==> src/rtl/pipe_ctrl_pkg.sv <==
// rtl/pipe_ctrl_pkg.sv - shared types and constants for the pipeline sequencer
package pipe_ctrl_pkg;

    typedef enum logic [1:0] {
        INIT     = 2'd0,
        RUN      = 2'd1,
        MEM_WAIT = 2'd2
    } seq_state_e;

    // Encoding of a cleared pipeline register: addi x0,x0,0
    localparam logic [31:0] NOP_INSTR = 32'h0000_0013;

    // Resolved per-cycle pipeline action, highest priority first
    localparam logic [2:0] PRIO_INIT  = 3'd0;
    localparam logic [2:0] PRIO_MEM   = 3'd1;
    localparam logic [2:0] PRIO_FLUSH = 3'd2;
    localparam logic [2:0] PRIO_STALL = 3'd3;
    localparam logic [2:0] PRIO_FETCH = 3'd4;
    localparam logic [2:0] PRIO_NONE  = 3'd5;

    // RUN priorities below the data-memory wait; also used for the MEM_WAIT exit cycle
    function automatic logic [2:0] resolve_run(input logic flush_br,
                                               input logic stall_ld,
                                               input logic imem_ready);
        if (flush_br)
            return PRIO_FLUSH;
        else if (stall_ld)
            return PRIO_STALL;
        else if (!imem_ready)
            return PRIO_FETCH;
        else
            return PRIO_NONE;
    endfunction

endpackage

==> src/rtl/pipeline_sequencer_perf.sv <==
// rtl/pipeline_sequencer_perf.sv - saturating stall/flush event counters
// Ports:
//   clk, rst_n        clock, asynchronous active-low reset
//   stall_evt_i       cycle with the PC held outside INIT
//   flush_evt_i       cycle acting on a branch/jump flush
//   perf_stall_cnt_o  saturating count of stall_evt_i cycles
//   perf_flush_cnt_o  saturating count of flush_evt_i cycles
module pipeline_sequencer_perf (
    input  logic        clk,
    input  logic        rst_n,
    input  logic        stall_evt_i,
    input  logic        flush_evt_i,
    output logic [31:0] perf_stall_cnt_o,
    output logic [31:0] perf_flush_cnt_o
);

    logic [31:0] stall_cnt_q, stall_cnt_d;
    logic [31:0] flush_cnt_q, flush_cnt_d;

    always_comb begin
        stall_cnt_d = stall_cnt_q;
        flush_cnt_d = flush_cnt_q;
        if (stall_evt_i && (stall_cnt_q != 32'hFFFF_FFFF))
            stall_cnt_d = stall_cnt_q + 32'd1;
        if (flush_evt_i && (flush_cnt_q != 32'hFFFF_FFFF))
            flush_cnt_d = flush_cnt_q + 32'd1;
    end

    always_ff @(posedge clk or negedge rst_n) begin
        if (!rst_n) begin
            stall_cnt_q <= 32'd0;
            flush_cnt_q <= 32'd0;
        end else begin
            stall_cnt_q <= stall_cnt_d;
            flush_cnt_q <= flush_cnt_d;
        end
    end

    assign perf_stall_cnt_o = stall_cnt_q;
    assign perf_flush_cnt_o = flush_cnt_q;

endmodule

==> src/rtl/pipeline_sequencer.sv <==
// rtl/pipeline_sequencer.sv - 5-stage pipeline control FSM (stall/flush/memory wait)
// Ports:
//   clk, rst_n                 clock, asynchronous active-low reset
//   stall_ld, flush_br         hazard unit load-use stall and branch/jump flush
//   imem_ready                 fetch data valid this cycle
//   dmem_req, dmem_ready       MEM-stage access request and completion
//   pc_en .. mem_wb_en         pipeline register load enables (Mealy)
//   if_id_clr, id_ex_clr       clear-to-NOP for IF/ID and ID/EX (Mealy)
//   mem_err                    sticky data-memory watchdog flag
//   perf_stall_cnt/flush_cnt   only with PIPELINE_SEQUENCER_PERF_EN defined
module pipeline_sequencer
    import pipe_ctrl_pkg::*;
#(
    parameter int unsigned TIMEOUT_CYCLES = 255
) (
    input  logic        clk,
    input  logic        rst_n,
    input  logic        stall_ld,
    input  logic        flush_br,
    input  logic        imem_ready,
    input  logic        dmem_req,
    input  logic        dmem_ready,
    output logic        pc_en,
    output logic        if_id_en,
    output logic        id_ex_en,
    output logic        ex_mem_en,
    output logic        mem_wb_en,
    output logic        if_id_clr,
    output logic        id_ex_clr,
    output logic        mem_err
`ifdef PIPELINE_SEQUENCER_PERF_EN
    ,
    output logic [31:0] perf_stall_cnt,
    output logic [31:0] perf_flush_cnt
`endif
);

    localparam int unsigned CNT_W = $clog2(TIMEOUT_CYCLES + 1);

    seq_state_e        state_q, state_d;
    logic [CNT_W-1:0]  cnt_q, cnt_d;
    logic              mem_err_q, mem_err_d;
    logic [2:0]        level;

    // Next state plus the single resolved action for this cycle
    always_comb begin
        state_d   = state_q;
        cnt_d     = cnt_q;
        mem_err_d = mem_err_q;
        level     = PRIO_INIT;
        case (state_q)
            INIT: begin
                level   = PRIO_INIT;
                state_d = RUN;
            end
            RUN: begin
                if (dmem_req && !dmem_ready) begin
                    level   = PRIO_MEM;
                    state_d = MEM_WAIT;
                    cnt_d   = CNT_W'(1);
                end else begin
                    level = resolve_run(flush_br, stall_ld, imem_ready);
                end
            end
            MEM_WAIT: begin
                if (dmem_ready) begin
                    state_d = RUN;
                    level   = resolve_run(flush_br, stall_ld, imem_ready);
                end else if (cnt_q == CNT_W'(TIMEOUT_CYCLES)) begin
                    // Access abandoned: the exit cycle behaves like a completion
                    mem_err_d = 1'b1;
                    state_d   = RUN;
                    level     = resolve_run(flush_br, stall_ld, imem_ready);
                end else begin
                    level = PRIO_MEM;
                    if (cnt_q != {CNT_W{1'b1}})
                        cnt_d = cnt_q + CNT_W'(1);
                end
            end
            default: begin
                level   = PRIO_INIT;
                state_d = INIT;
            end
        endcase
    end

    always_comb begin
        pc_en     = 1'b0;
        if_id_en  = 1'b0;
        id_ex_en  = 1'b0;
        ex_mem_en = 1'b0;
        mem_wb_en = 1'b0;
        if_id_clr = 1'b0;
        id_ex_clr = 1'b0;
        case (level)
            PRIO_INIT: begin
                if_id_clr = 1'b1;
                id_ex_clr = 1'b1;
            end
            PRIO_FLUSH: begin
                {pc_en, if_id_en, id_ex_en, ex_mem_en, mem_wb_en} = 5'b11111;
                if_id_clr = 1'b1;
                id_ex_clr = 1'b1;
            end
            PRIO_STALL: begin
                // Hold PC and IF/ID, inject a bubble into ID/EX
                {id_ex_en, ex_mem_en, mem_wb_en} = 3'b111;
                id_ex_clr = 1'b1;
            end
            PRIO_FETCH: begin
                {if_id_en, id_ex_en, ex_mem_en, mem_wb_en} = 4'b1111;
                if_id_clr = 1'b1;
            end
            PRIO_NONE: begin
                {pc_en, if_id_en, id_ex_en, ex_mem_en, mem_wb_en} = 5'b11111;
            end
            default: begin
                pc_en = 1'b0;
            end
        endcase
    end

    always_ff @(posedge clk or negedge rst_n) begin
        if (!rst_n) begin
            state_q   <= INIT;
            cnt_q     <= '0;
            mem_err_q <= 1'b0;
        end else begin
            state_q   <= state_d;
            cnt_q     <= cnt_d;
            mem_err_q <= mem_err_d;
        end
    end

    assign mem_err = mem_err_q;

`ifdef PIPELINE_SEQUENCER_PERF_EN
    logic stall_evt;
    logic flush_evt;

    assign stall_evt = (state_q != INIT) && !pc_en;
    assign flush_evt = (level == PRIO_FLUSH);

    pipeline_sequencer_perf u_perf (
        .clk              (clk),
        .rst_n            (rst_n),
        .stall_evt_i      (stall_evt),
        .flush_evt_i      (flush_evt),
        .perf_stall_cnt_o (perf_stall_cnt),
        .perf_flush_cnt_o (perf_flush_cnt)
    );
`endif

endmodule

==> config.mk <==
export PLATFORM = sky130hd
export DESIGN_NAME = pipeline_sequencer
export DESIGN_NICKNAME = d
export VERILOG_FILES = /design/src/rtl/pipe_ctrl_pkg.sv /design/src/rtl/pipeline_sequencer_perf.sv /design/src/rtl/pipeline_sequencer.sv
export SDC_FILE = /design/constraint.sdc
export NUM_CORES = 1
export LEC_CHECK = 0
export BUFFER_PORTS_ARGS = -buffer_cell sky130_fd_sc_hd__buf_2
export CAP_MARGIN = 20
export CELL_PAD_IN_SITES_DETAIL_PLACEMENT = 0
export CELL_PAD_IN_SITES_GLOBAL_PLACEMENT = 1
export CORE_MARGIN = 10
export CORE_UTILIZATION = 35
export DETAILED_ROUTE_END_ITERATION = 6
export GPL_ROUTABILITY_DRIVEN = 0
export MAX_ROUTING_LAYER = met4
export PLACE_DENSITY = 0.79
export SKIP_LAST_GASP = 1
export SYNTH_ARGS = -nofsm -noshare
export SYNTH_HDL_FRONTEND = slang
export SYNTH_SLANG_ARGS = --single-unit
==> constraint.sdc <==
create_clock -name clk -period 2.75 [get_ports clk]
set_input_delay 0.55 -clock clk [delete_from_list [all_inputs] [get_ports clk]]
set_output_delay 0.55 -clock clk [all_outputs]
set_load 0.005 [all_outputs]
### Yosys cells after proc, flatten, opt, wreduce, memory -nomap -nowiden

Cells that the tools add are included.

* register bits after elaboration: 11
* input bits: 7
* output and inout port bits: 8

* $add $sub $neg: 1
* equal/unequal tests: 13
* muxes and demuxes: 21
* bitwise operators: 1
* reduce and logical (&&, ||, !) cells: 13

Operators by type and width (number)
* $mux W8: 4
* $pmux W8 S2: 1
* $mux W3: 5
* $reduce_or A3 Y1: 3
* $add A8 B1 Y8 const B: 1
* $eq A8 B8 Y1 const B: 1
* $ne A2 B2 Y1 const B: 4
* $ne A8 B8 Y1 const B: 1
* $eq A3 B2 Y1 const B: 2
* $eq A3 B3 Y1 const B: 2
* $mux W1: 6
* $mux W2: 3
* $pmux W2 S3: 1
* $pmux W3 S2: 1
* $reduce_and A5 Y1: 1
* $reduce_or A4 Y1: 1
* $logic_not A3 Y1: 1
* $ne A3 B3 Y1 const B: 1
* $reduce_and A3 Y1: 1
* $eq A2 B1 Y1 const B: 1
* $eq A2 B2 Y1 const B: 1
* $logic_not A2 Y1: 1
* $reduce_and A2 Y1: 1
* $reduce_bool A2 Y1: 1
* 4 further kinds: 4

### Longest topological paths before layout

Gate-level depths: netlist (run 1).

* word-level depth: 9
* mapped depth: 8
* mapped depth without buffers: 6

### Worst setup path before layout (run 1)

No wires, ideal clock.

* path kind: reg-to-output
* start point: register state_q[0]
* end point: output id_ex_en
* arrival time: 1.568 ns
* required time: 2.200 ns
* slack: 0.632 ns
* cell stages (with the launch flop): 9
* path buffers: 2
* path through: dfrtp_1 > inv_1 > ha_1 > inv_1 > nor3_4 > buf_4 > o21ai_0 > inv_1 > buf_4

* longest elaborated chain between the ends: 5
* elaborated cells on any way between the ends: 9
* classes of those cells: eq/ne (6); mux (2); reduce/logical (1)

RTL lines
* from (decl): line pipeline_sequencer.sv:40 `seq_state_e state_q, state_d;`
* from (signal assigned): line pipeline_sequencer.sv:129 `state_q <= state_d;`
* $eq A2 B2 Y1 / $eq A2 B1 Y1 (equally long branches): line pipeline_sequencer.sv:51 `case (state_q)`
* $pmux W3 S2 (*): line pipeline_sequencer.sv:51
* $eq A3 B2 Y1 / $eq A3 B3 Y1 (equally long branches)
* $reduce_or A4 Y1 (no line) (*)
* $mux W1 (*)
* to (decl): line pipeline_sequencer.sv:25 `output logic id_ex_en,`

Every way passes the cells marked *; elsewhere a longest branch is shown, timed or not.

### Worst setup path after layout (run 1)

* start point: register state_q[0]
* end point: output pc_en

* longest elaborated chain between the ends: 5
* elaborated cells on any way between the ends: 7
* classes of those cells: eq/ne (4); mux (2); reduce/logical (1)

RTL lines
* $eq A2 B2 Y1 / $eq A2 B1 Y1 (equally long branches): line pipeline_sequencer.sv:51
* $pmux W3 S2 (*): line pipeline_sequencer.sv:51
* $eq A3 B2 Y1 / $eq A3 B3 Y1 (equally long branches): line pipeline_sequencer.sv:95 `case (level)`
* $reduce_or A2 Y1 (no line) (*)
* $mux W1 (*): line pipeline_sequencer.sv:95
* to (decl): line pipeline_sequencer.sv:23 `output logic pc_en,`

Marks and branches as above.

==> flow_metrics.tcl, run 1 <==
set metrics [dict create \
    synth_top_cell_area_share_pct 33.3 \
    rsz0062_at_grt "no" \
    drtIter0Drc 15 \
    yosysWarningCount 0 \
    drive_gt1_share_pct 24.8 \
    start_kind "register" \
    rows 17 \
    maxCapViolations 0 \
    tns_ps 0 \
    clkSinkCount 11 \
    synth_largest_area_cell "dfrtp_1" \
    die-height_um 68.6 \
    core_area_mm2 0.00223 \
    num_io_pins 15 \
    via_per_inst 5.45 \
    postCtsSetupBuffers 0 \
    cts-resized-gates 0 \
    outcome "completed" \
    cts_tree "built" \
    max_stage_delay_ps 400 \
    synth_most_common_cell "dfrtp_1" \
    power-per-cell-area_mw_per_mm2 858 \
    cts_buffer_depth 2 \
    hold_slack_ps 127 \
    cts_root_buf "clkbuf_4" \
    hold_violations 0 \
    synth_area_um2 827 \
    cts_buffers 3 \
    fin_crit_ps 2540 \
    first_global_vias 697 \
    initial_core_util_pct 37.0 \
    setup_viol 0 \
    netlist_top_cells_count "dfrtp_1 (11), nor2_1 (8), inv_1 (7), nand2_1 (7), o31ai_1 (6)" \
    synthCells 95 \
    drv_slew 0 \
    first_pass_iters 4 \
    cp_max_fo 7 \
    finalClockSkew_ps 4.23 \
    antenna_found_initial 0 \
    avgSynthCellArea_um2 8.71 \
    drt_wl_total_um 1910 \
    cts_hold_buf 0 \
    synth.area.top_cells "dfrtp_1 (33%), ha_1 (6.1%), o31ai_1 (5.4%)" \
    fmax_mhz 394 \
    cp_slowest_cell "dfrtp_1" \
    die_w_um 68.6 \
    worst_pin_slew_ps 551 \
    htreeDepth 1 \
    worst_slack_ps 213 \
    max_slew_margin_pct 63.0 \
    min_path_type "in2async" \
    synth-edff-count 0 \
    synth-seq-cells 11 \
    syn_nets 106 \
    ir_worst_vdd_mv 0.531 \
    synth_top_flop_cell "dfrtp_1" \
    grt_use_total_pct 8.90 \
    grt_pass1_wl_um 3260 \
    yosysSeqAreaShare_pct 33.3 \
    leakagePower_uw 0.000450 \
    place_ws_ps 510 \
    synthDistinctLibCells 37 \
    cp_common_cell "inv_1" \
    finalCritPeriodShare_pct 92.3 \
    finalNetCount 121 \
    arrival_ps 1990 \
    worst_setup_path_end_kind "output pin" \
    antenna_cells 0 \
    insertion_delay_ps 270 \
    drc 0 \
    crit_chain "inv_1, ha_1, inv_1, nor3_4, o221ai_1, mux2i_1, buf_2" \
    clk_pin_slew_worst_paths_ps 90 \
    critPathKind "reg2out" \
    dpl.hpwl_um 1510 \
    dieArea_mm2 0.00471 \
    via_count 746 \
    detail_route.wl_per_cell_um 13.9 \
    drtAntennaViolNets 0 \
    ys_async_sr_fraction_pct 100 \
    portBuffers 14 \
    grt-ovfl-total 0 \
    critPathRequiredTime_ps 2200 \
    grt_max_degree 12 \
    syn_to_final_growth_pct 12.6 \
]
[placed cells by master (no fill, tap or decap), drive strengths merged, types with 2 or more instances in the layout]
| master | count |
|---|---|
| a211oi | 2 |
| a21oi | 5 |
| a31oi | 2 |
| and4 | 2 |
| buf | 16 |
| clkbuf | 3 |
| dfrtp | 11 |
| ha | 4 |
| inv | 7 |
| mux2 | 2 |
| nand2 | 7 |
| nand2b | 2 |
| nand3 | 6 |
| nand4 | 2 |
| nor2 | 8 |
| nor2b | 2 |
| nor3 | 3 |
| o21ai | 5 |
| o31ai | 6 |
| or4 | 2 |
[registers in the layout (all words and copies together) (netlist names)]
name and cells:
cnt_q 8, state_q 2, mem_err 1
[final cells by class]
type                            count  area [um2]
Fill cell                         244        1300
Clock inverter                      1        5.00
Inverter                            7        26.3
Timing Repair Buffer               16        85.1
Sequential cell                    11         275
Clock buffer                        3        22.5
Multi-Input combinational cell     71         482
Tap cell                           28        35.0
[metal layers]
metal	routed length, um	track usage (%)	vias up
met2	987	14.2	8
met3	44	2.58	2
met1	872	10.7	357
met4	6	2.26	0
met5	0	-	-
li1	-	-	379
[worst paths after layout]
| kind | from | end | slack [ps] | cells after the start |
|---|---|---|---|---|
| min in group clk | mem_err | mem_err | 460 | 1 |
| worst min-delay path | rst_n | cnt_q[6] | 130 | 1 |
| max in group asynchronous | rst_n | mem_err | 2420 | 1 |
| worst min register to register | mem_err | mem_err | 460 | 1 |
| worst max-delay path | state_q[0] | pc_en | 210 | 7 |
| worst max register to register | state_q[0] | cnt_q[5] | 800 | 7 |
[power breakdown]
group	switching [uW]	internal (uW)	total [uW]	leakage [uW]
logic	296	168	464	0.000288
clock network	64.3	53.8	118	0.0000177
registers	28.4	189	217	0.000145
[logic make-up after synthesis]
family | after synthesis | synth area share, %
adders and majority gates | 4 | 6.05
buffers and inverters | 13 | 8.47
and+or+nand+nor | 36 | 25.3
muxes | 3 | 3.93
AOI/OAI and AO/OA | 28 | 23.0
DFF | 11 | 33.3
[metrics by stage]
stage	cells	power [uW]	cell area, um2	util [%]
after global placement	133	681	903	40.4
after detailed placement	133	686	903	40.4
after CTS	137	805	931	41.7
after global routing	137	878	931	41.7
after floorplan	95	587	827	-
final	137	799	931	41.7
[worst max-delay path, delay by kind of cell, from the launching register on]
kind	cells	cell delay (ps)
simple gates	1	280
mux	1	160
flops	1	400
compound gates	1	160
fa+ha+maj	1	290
buf+inv	3	420
Power figures use the tool's default switching activity.
==> run 2, diff against run 1 <==
- ABC_AREA: unset -> 1
- BUFFER_PORTS_ARGS: -buffer_cell sky130_fd_sc_hd__buf_2 -> unset
- DONT_BUFFER_PORTS: unset -> 1
- PLACE_DENSITY: 0.79 -> 0.74
==> flow_metrics.tcl, run 2 <==
set metrics [dict create \
    outcome "completed" \
    power_frac_clock_pct 17.2 \
    critPathTopFamily "simple AND/OR/NAND/NOR gates" \
    worst_pin_slew_ps 528 \
    num_io_pins 15 \
    synthCells 111 \
    drt_wl_total_um 1600 \
    p_int_uw 346 \
    synth_top_flop_cell "dfrtp_1" \
    crit_chain "inv_1, ha_1, inv_1, nor2_1, nand2_1, nand2_1, nand2_1, nor2_1, nor2_1" \
    drc 0 \
    critPathBufInv 2 \
    yosysWarningCount 0 \
    fmax_mhz 408 \
    first_global_vias 635 \
    dp_cells 135 \
    insertion_delay_ps 270 \
    syn_nets 122 \
    setup_viol 0 \
    max_slew_margin_pct 64.7 \
    synth_top_cell_area_share_pct 35.3 \
    finalCritPeriodShare_pct 89.2 \
    cts-resized-gates 0 \
    via_per_inst 4.76 \
    combPwrFrac_pct 50.1 \
    synth-seq-cells 11 \
    rsz0062_at_grt "no" \
    final_cells 140 \
    finalClockSkew_ps 0.611 \
    first_pass_iters 4 \
    cp_max_fo 10 \
    synth.area.top_cells "dfrtp_1 (35%), nand2_1 (17%), nor2_1 (7.7%)" \
    p_switching_uw 323 \
    synth_area_um2 781 \
    p_sw_share_pct 48.3 \
    ys_async_sr_fraction_pct 100 \
    drive_gt1_share_pct 12.5 \
    seqPwrFrac_pct 32.7 \
    final_cell_mix "nand2_1 (35), nor2_1 (16), inv_1 (11), dfrtp_1 (11)" \
    grt_max_degree 13 \
    syn_to_final_growth_pct 5.29 \
    dieArea_mm2 0.00452 \
    initial_core_util_pct 36.0 \
    finalNetCount 124 \
    core_area_mm2 0.00217 \
    maxCapViolations 0 \
    clk_pin_slew_worst_paths_ps 80 \
    htreeDepth 1 \
    clkSinkCount 11 \
    cts_buffer_depth 2 \
    die_w_um 67.2 \
    drv_slew 0 \
    largest_reg_flops 8 \
    power-per-cell-area_mw_per_mm2 814 \
    cts_buffers 3 \
    netlist_top_cells_count "nand2_1 (35), nor2_1 (16), dfrtp_1 (11), inv_1 (11)" \
    grt_use_total_pct 7.70 \
    yosysSeqAreaShare_pct 35.3 \
    drtAntennaViolNets 0 \
    grt-ovfl-total 0 \
    postCtsSetupBuffers 0 \
    worst_setup_path_end_kind "output pin" \
    antenna_cells 0 \
    drtIter0Drc 17 \
    start_kind "register" \
    grt_pass1_wl_um 2720 \
    leakagePower_uw 0.000382 \
    via_count 667 \
    final_common_cell "nand2_1" \
    fin_total_pwr_uw 669 \
    die-height_um 67.2 \
    largest-register "cnt_q" \
    fin_crit_ps 2450 \
    min_path_type "reg2reg" \
    hold_violations 0 \
    antenna_found_initial 0 \
    arrival_ps 1900 \
    fin_util_pct 37.9 \
    detail_route.wl_per_cell_um 11.5 \
    rows 17 \
    synth-edff-count 0 \
    ir_worst_vdd_mv 0.484 \
    critPathRequiredTime_ps 2200 \
    synthDistinctLibCells 22 \
    critPathKind "reg2out" \
    avgSynthCellArea_um2 7.03 \
    max_stage_delay_ps 410 \
    cts_tree "built" \
    dpl.hpwl_um 1280 \
    cp_slowest_cell "dfrtp_1" \
    portBuffers 0 \
    tns_ps 0 \
    cts_hold_buf 1 \
    cts_root_buf "clkbuf_4" \
    synth_largest_area_cell "dfrtp_1" \
    synth_most_common_cell "nand2_1" \
]
run 2: path summary, 6_finish.rpt:
check	to	slack, ps	startpoint	cells after the start
max in group asynchronous	mem_err	1710	rst_n	1
setup reg to reg	state_q[0]	1140	state_q[0]	7
hold / removal	cnt_q[3]	530	cnt_q[3]	2
min in group asynchronous	cnt_q[2]	690	rst_n	1
hold reg to reg	cnt_q[3]	530	cnt_q[3]	2
setup / recovery	id_ex_clr	300	state_q[0]	9
run 2: layer usage:
layer / wire length [um] / track usage, % / vias up
li1: - / - / 348
met1: 713 / 8.23 / 311
met2: 829 / 13.2 / 6
met3: 57 / 2.15 / 2
met4: 4 / 3.08 / 0
met5: 0 / - / -
run 2: area by class of cell:
type	instances	area (um2)
clock buffers	3	22.5
well taps	28	35.0
inverters	12	46.3
fillers	240	1350
flip-flops and latches	11	275
multi-input cells	84	428
clock inverters	1	5.00
repair buffers	1	10.0
run 2: cell families after synthesis:
| kind of cell | Yosys count | synth area share (%) |
|---|---|---|
| buf+inv | 16 | 9.93 |
| fa+ha+maj | 4 | 6.41 |
| simple gates | 67 | 39.1 |
| compound gates | 12 | 8.17 |
| flops | 11 | 35.3 |
| xor+xnor | 1 | 1.12 |
run 2: worst register-to-register path, stage by stage, from the launching register on:
cell and delay [ps]:
dfrtp_1 410, inv_1 90, ha_1 390, inv_1 150
nor2_1 140, nand2_1 90, nand2_1 120, o21ai_0 100
run 2: power groups by stage:
stage	logic (uW)	registers, uW	clock network (uW)
floorplan	320	215	0
detailed placement	338	222	0
finish	335	219	115
global placement	334	219	0
global route	388	224	125
CTS	345	219	120
run 2: stage by stage:
stage                     cell area (um2)  setup slack (ps)  hold WS, ps
final                                 822               297          528
after global routing                  822               135          566
after CTS                             822               275          531
after detailed placement              785               592          255
after global placement                785               671          255
after floorplan                       781               875          254
==> run 3, diff against run 2 <==
- PLACE_DENSITY: 0.74 -> 0.77
- clock period: 2.75 -> 2 ns (I/O delays scaled with it)
==> flow_metrics.tcl, run 3 (synthesis gave the netlist of run 2 again) <==
set metrics [dict create \
    fin_crit_ps 1900 \
    seqCellArea_um2 277 \
    core_area_mm2 0.00217 \
    drc 0 \
    drv_slew 0 \
    die-height_um 67.2 \
    final_cell_mix "nand2_1 (28), nor2_1 (14), dfrtp_1 (10)" \
    max_stage_delay_ps 420 \
    fillers 229 \
    die_w_um 67.2 \
    arrival_ps 1500 \
    crit_chain "inv_2, ha_2, inv_2, nand2_1, a21oi_2, nand2_2, nor2_1, nor2_4" \
    dieArea_mm2 0.00452 \
    grt_pass1_wl_um 2930 \
    insertion_delay_ps 270 \
    grt_max_degree 13 \
    min_path_type "in2reg" \
    initial_core_util_pct 36.0 \
    finalClockSkew_ps 3.88 \
    max_slew_margin_pct 64.1 \
    grt-ovfl-total 0 \
    finalNetCount 133 \
    final_cells 149 \
    worst_setup_path_end_kind "output pin" \
    rsz0062_at_grt "yes" \
    first_pass_iters 4 \
    hold_violations 0 \
    worst_slack_ps 102 \
    clkSinkCount 11 \
    setup_viol 0 \
    cts_root_buf "clkbuf_4" \
    maxCapViolations 0 \
    place_ws_ps 157 \
    portBuffers 0 \
    syn_to_final_growth_pct 24.2 \
    critPathKind "reg2out" \
    leakagePower_uw 0.000435 \
    via_count 736 \
    cts_buffer_depth 2 \
    htreeDepth 1 \
    outcome "completed" \
    final_common_cell "nand2_1" \
    grt_use_total_pct 8.47 \
    tns_ps 0 \
    drtIter0Drc 20 \
    drt_wl_total_um 1770 \
    largest-register "cnt_q" \
    ir_worst_vdd_mv 0.646 \
    largest_reg_flops 8 \
    cp_slowest_cell "dfrtp_1" \
    fin_total_pwr_uw 1120 \
    multi_input_area_um2 502 \
    cts_tree "built" \
    via_per_inst 4.94 \
    worst_pin_slew_ps 536 \
    fmax_mhz 527 \
    cp_max_fo 3 \
    start_kind "register" \
    clk_pin_slew_worst_paths_ps 70 \
    finalCritPeriodShare_pct 94.9 \
    dpl.hpwl_um 1340 \
    rows 17 \
    detail_route.wl_per_cell_um 11.9 \
    drive_gt1_share_pct 33.1 \
    num_io_pins 15 \
    antenna_cells 0 \
    antenna_found_initial 0 \
    cts_buffers 3 \
    first_global_vias 703 \
    power-per-cell-area_mw_per_mm2 1160 \
    drtAntennaViolNets 0 \
    critPathRequiredTime_ps 1600 \
    dp_cells 137 \
    cp_common_cell "inv_2" \
]
run 3: metal layers:
metal / vias up / global-route usage (%) / share of wire (%)
met2: 20 / 13.4 / 52
li1: 369 / - / -
met5: - / - / 0
met4: 0 / 4.36 / 1.6
met1: 341 / 9.01 / 41
met3: 6 / 3.31 / 4.7
run 3: final cells by class:
cell class | instances | share of cell area, %
inverters | 12 | 5.42
well taps | 28 | 3.61
multi-input cells | 84 | 51.7
flip-flops and latches | 11 | 28.5
repair buffers | 10 | 8.00
clock buffers | 4 | 2.71
run 3: worst paths after layout:
path	depth (start not counted)	slack, ps	end	startpoint
worst max-delay path	8	100	pc_en	state_q[1]
worst max register to register	9	450	cnt_q[2]	cnt_q[1]
worst min register to register	2	530	cnt_q[3]	cnt_q[3]
min in group asynchronous	1	540	cnt_q[7]	rst_n
max in group asynchronous	1	1070	cnt_q[4]	rst_n
worst min-delay path	2	400	mem_err	dmem_ready
run 3: repair_timing:
item                                    in CTS  in global routing
pin swaps                                    6                  7
hold endpoints to repair                    11                  0
hold buffers                                 1                  0
endpoints found under the setup margin       4                  4
gates resized for setup                     11                 15
buffers inserted                             5                  2
run 3: stage by stage:
step,util (%),hold WS [ps],cell area [um2]
after floorplan,-,104,781
final,44.7,403,970
after global routing,44.7,398,970
after detailed placement,36.9,105,800
after global placement,36.9,105,800
after CTS,41.6,412,902
run 3: where the power goes:
group          internal, uW  total [uW]  switching (uW)  leakage [uW]
Combinational           255         660             405      0.000274
Sequential              264         310            45.0      0.000146
Clock                  77.3         152            74.5     0.0000150
run 3: worst max-delay path: cells and delay by family (launching register included):
family / cells / cell delay (ps)
AOI/OAI and AO/OA: 1 / 120
adders and majority gates: 1 / 180
buffers and inverters: 2 / 120
DFF: 1 / 420
and+or+nand+nor: 4 / 380
